`src/rtl/count_seq_pkg.sv`:
```
// Shared types and constants for the count sequencer slice.
package count_seq_pkg;

  // Default counter / limit width in bits
  localparam int unsigned DEF_WIDTH = 3;

  // Run-controller states
  typedef enum logic [1:0] {
    ST_IDLE  = 2'd0,
    ST_RUN   = 2'd1,
    ST_PAUSE = 2'd2,
    ST_DONE  = 2'd3
  } state_e;

endpackage

```
`src/rtl/seq_counter.sv`:
```
// WIDTH-bit up-counter register with clear, hold and enable controls.
// Control priority: reset > clear > hold > enable.
module seq_counter
  import count_seq_pkg::*;
#(
  parameter int unsigned WIDTH = DEF_WIDTH
) (
  input  logic             clock,
  input  logic             reset,
  input  logic             clear,
  input  logic             enable,
  input  logic             hold,
  output logic [WIDTH-1:0] count
);

  // Counter register; arithmetic wraps modulo 2^WIDTH
  always_ff @(posedge clock) begin
    if (reset) begin
      count <= '0;
    end else if (clear) begin
      count <= '0;
    end else if (hold) begin
      count <= count;
    end else if (enable) begin
      count <= count + WIDTH'(1);
    end
  end

endmodule

```
`src/rtl/count_sequencer.sv`:
```
// Run controller for a small binary counter: start/pause/abort commands,
// one-shot or continuous mode, registered busy/done/wrap/error status.
module count_sequencer
  import count_seq_pkg::*;
#(
  parameter int unsigned WIDTH = DEF_WIDTH
) (
  input  logic             clock,
  input  logic             reset,
  input  logic             start,
  input  logic             pause,
  input  logic             abort,
  input  logic             mode,
  input  logic [WIDTH-1:0] limit,
  output logic [WIDTH-1:0] count,
  output logic             busy,
  output logic             done,
  output logic             wrap,
  output logic             error
);

  state_e           state_q;
  state_e           state_d;
  logic [WIDTH-1:0] limit_q;
  logic             mode_q;

  logic             latch_c;
  logic             cnt_clear_c;
  logic             cnt_enable_c;
  logic             cnt_hold_c;
  logic             busy_d;
  logic             done_d;
  logic             wrap_d;
  logic             error_d;

  // Counter datapath, steered by the FSM below
  seq_counter #(
    .WIDTH (WIDTH)
  ) u_counter (
    .clock  (clock),
    .reset  (reset),
    .clear  (cnt_clear_c),
    .enable (cnt_enable_c),
    .hold   (cnt_hold_c),
    .count  (count)
  );

  // State, run configuration and registered status outputs
  always_ff @(posedge clock) begin
    if (reset) begin
      state_q <= ST_IDLE;
      limit_q <= '0;
      mode_q  <= 1'b0;
      busy    <= 1'b0;
      done    <= 1'b0;
      wrap    <= 1'b0;
      error   <= 1'b0;
    end else begin
      state_q <= state_d;
      if (latch_c) begin
        limit_q <= limit;
        mode_q  <= mode;
      end
      busy    <= busy_d;
      done    <= done_d;
      wrap    <= wrap_d;
      error   <= error_d;
    end
  end

  // Next state, counter controls and next status; abort > pause > start
  always_comb begin
    state_d      = state_q;
    latch_c      = 1'b0;
    cnt_clear_c  = 1'b0;
    cnt_enable_c = 1'b0;
    cnt_hold_c   = 1'b0;
    done_d       = 1'b0;
    wrap_d       = 1'b0;
    error_d      = 1'b0;

    if (abort) begin
      state_d     = ST_IDLE;
      cnt_clear_c = 1'b1;
    end else begin
      unique case (state_q)
        ST_IDLE: begin
          if (start && !pause) begin
            if (limit != '0) begin
              latch_c     = 1'b1;
              cnt_clear_c = 1'b1;
              state_d     = ST_RUN;
            end else begin
              error_d = 1'b1;
            end
          end
        end
        ST_RUN: begin
          if (pause) begin
            // Pause also defers a pending terminal action until resume
            state_d    = ST_PAUSE;
            cnt_hold_c = 1'b1;
          end else if (count == limit_q) begin
            if (mode_q) begin
              cnt_clear_c = 1'b1;
              wrap_d      = 1'b1;
            end else begin
              state_d    = ST_DONE;
              done_d     = 1'b1;
              cnt_hold_c = 1'b1;
            end
          end else begin
            cnt_enable_c = 1'b1;
          end
        end
        ST_PAUSE: begin
          cnt_hold_c = 1'b1;
          if (start && !pause) begin
            state_d = ST_RUN;
          end
        end
        ST_DONE: begin
          cnt_hold_c = 1'b1;
          state_d    = ST_IDLE;
        end
        default: begin
          state_d = ST_IDLE;
        end
      endcase
    end

    busy_d = (state_d == ST_RUN) || (state_d == ST_PAUSE);
  end

endmodule

```
`config.mk`:
```
export PLATFORM = sky130hd
export DESIGN_NAME = count_sequencer
export DESIGN_NICKNAME = d
export VERILOG_FILES = /design/src/rtl/count_seq_pkg.sv /design/src/rtl/seq_counter.sv /design/src/rtl/count_sequencer.sv
export SDC_FILE = /design/constraint.sdc
export NUM_CORES = 1
export LEC_CHECK = 0
export CAP_MARGIN = 20
export CORE_AREA = 2 2 39 41
export DETAILED_ROUTE_END_ITERATION = 16
export DIE_AREA = 0 0 41 43
export PLACE_DENSITY = 0.83
export SLEW_MARGIN = 10
export SYNTH_ARGS = -nofsm -noshare
export SYNTH_HDL_FRONTEND = slang
export SYNTH_SLANG_ARGS = --single-unit
```
`constraint.sdc`:
```
create_clock -name clock -period 3.8 [get_ports clock]
set_input_delay 0.38 -clock clock [delete_from_list [all_inputs] [get_ports clock]]
set_output_delay 0.38 -clock clock [all_outputs]
set_load 0.005 [all_outputs]
```
==> results.md <==
* Status: completed
* 1st-iter DRT viols at 11
* Fmax at 546 MHz
* Max Clock Skew at 2.87 ps
* Post CTS Setup Buffer Count at 0
* Number of enable flip-flop cells after synthesis at 0
* Worst min path class: reg2reg
* Layout cells sized above 1 at 13.2%
* Final nets at 87
* RSZ-0062 raised after global routing: false
* Vias in the first global route at 435
* Top cell type's share of synthesized area at 42.6%
* Initial antenna violation count at 0
* Vias at 509
* Final WL at 1150 um
* Final setup fails at 0
* CP required at 3950 ps
* Area of the mapped netlist at 611 um2
* CTS tree: yes
* YS warnings at 0
* Port Buf Inserts at 15
* CTS Sinks at 13
* Placer Congestion at 0.753
* Area delta synth->final at 32.2%
* Synth top area cells: dfxtp_1, mux2i_1, xnor2_1
* Yosys top cell by area: dfxtp_1
* Post-Place Cell Area at 781 um2
* Vias/cell at 5.53
* Worst path cell trace: clkdlybuf4s50_1 -> or3b_4 -> a311oi_4 -> mux2i_1 -> nor2_1
* First-pass GRT wire length at 1880 um
* Final min period at 1830 ps
* Largest net degree at the start of global routing at 9
* Initial Util at 44.1%
* Distinct cells, synth at 24
* 1st-pass router iterations at 4
* Syn Nets at 67
* CP max stage cell: clkdlybuf4s50_1
* Number of max-cap violations at 0
* Total gr overflow at 0
* Worst-path maximum fanout at 5
* Syn_area_per_cell at 10.7 um2
* Async S/R FF share, synth at 0%
* Commonest non-fill, non-tap cell in the layout: clkdlybuf4s50_1
* Setup ws final at 1970 ps
* WHS at 513 ps
* Clock buffer count from CTS at 3
* Commonest non-fill, non-tap cells in the layout: clkdlybuf4s50_1, dfxtp_1, nor2_1
* Setup CP Type: in2reg
* Die height at 43 um
* Slew Limit Headroom at 50.7%
* Pre-CTS setup slack at 1690 ps
* Hold Fails Final Rpt at 0
* Final period util at 48.2%
* Wirelength per Cell at 12.5 um
* Layout Cell Area excl Fill at 807 um2
* Final Max Tran Viols at 0
* #FFs+latches synth at 13
* Leak at 0.264 nW
* CTS root buffer: clkbuf_4
* DRC errors left at 0
* Detail Placement HPWL at 888 um
* Number of routed nets with antenna violations at 0
* Worst-Skew Late Latency at 270 ps
* Crit. End Element: register
* Antenna cell count at 0
* CP Buf/Inv Count at 1
* Rows at 14
* Slew @ Worst Pin at 733 ps
* Core Region at 0.00138 mm2
* Startpoint types: primary input
* Setup TNS at 0 ps
* Mapped Cells at 57
* IR drop worst, VDD at 0.212 mV
* DIE WIDTH at 41 um
* Pwr per Cell Area at 315 mW/mm2
* H-tree levels at 1
* Crit path arrival time at 1980 ps
* Clock buffer depth at 2
* I/O pins at 16
* GRT Total Usage at 16.1%
* DIE AREA at 0.00176 mm2
* Slowest Stage Delay on Critical Path at 480 ps
* Worst path top cell family by delay: simple AND/OR/NAND/NOR gates
* Ys flop type: dfxtp_1
* # hold bufs at CTS at 0
* Clock slew at reported path FFs at 80 ps
* Post-CTS sizing at 0
* Seq/Total Area, Yosys at 42.6%
-- state kept, by name (all words and copies together) (netlist names) --
register / cells
busy: 1
done: 1
error: 1
limit_q: 3
mode_q: 1
state_q: 2
u_counter.count: 3
wrap: 1
-- path summary, 6_finish.rpt --
path | start | slack (ps) | to | cells after the start
worst max-delay path | pause | 1970 | u_counter.count[1] | 5
worst min register to register | mode_q | 510 | done | 1
worst min-delay path | mode_q | 510 | done | 1
worst max register to register | state_q[0] | 2130 | u_counter.count[1] | 4
-- through the flow --
| stage | utilization (%) | power, W | cells |
|---|---|---|---|
| 2_1_floorplan | - | 0.000158 | 57 |
| 3_3_place_gp | 56.4 | 0.000173 | 88 |
| 3_5_place_dp | 56.4 | 0.000173 | 88 |
| 4_1_cts | 58.3 | 0.000256 | 92 |
| 5_1_grt | 58.3 | 0.000269 | 92 |
| 6_report | 58.3 | 0.000254 | 92 |
-- synth_stat cells, types with 2 or more instances --
master and number:
nor3_1 3, nor4_1 2, a21oi_1 3, dfxtp_1 13
xnor2_1 4, nand2b_1 2, a2111oi_0 2, nand3b_1 3
nor2_1 6, mux2i_1 5
-- cell type report --
class                      count  area (um2)
clock buffer                   4        26.3
fill                         124         577
inverter                       1        3.75
multi-input combinational     43         347
sequential                    13         260
tap                           16        20.0
timing repair buffer          15         150
-- cell families (layout without fill, tap and decap cells) --
family                   Yosys count  after routing  synth area share (%)
AND/OR/NAND/NOR                   23             23                  25.0
flip-flops                        13             13                  42.6
AO/OA/AOI/OAI                     10             10                  15.8
multiplexers                       5              5                  8.20
XOR/XNOR                           4              4                  5.74
adder cells (fa/ha/maj)            1              1                  2.05
buffers and inverters              1             20                 0.614
-- where the power goes --
group          switching [W]  internal, W
Combinational      0.0000134    0.0000161
Clock              0.0000434    0.0000406
Sequential        0.00000201     0.000138
-- metal layers --
layer / part of all wire, % / GRT usage (%)
met3: 5.5 / 4.71
met4: 3.6 / 12.0
met2: 42 / 19.7
met5: 0 / 0
met1: 49 / 22.7
No activity file was read; power rests on OpenSTA's default activity.
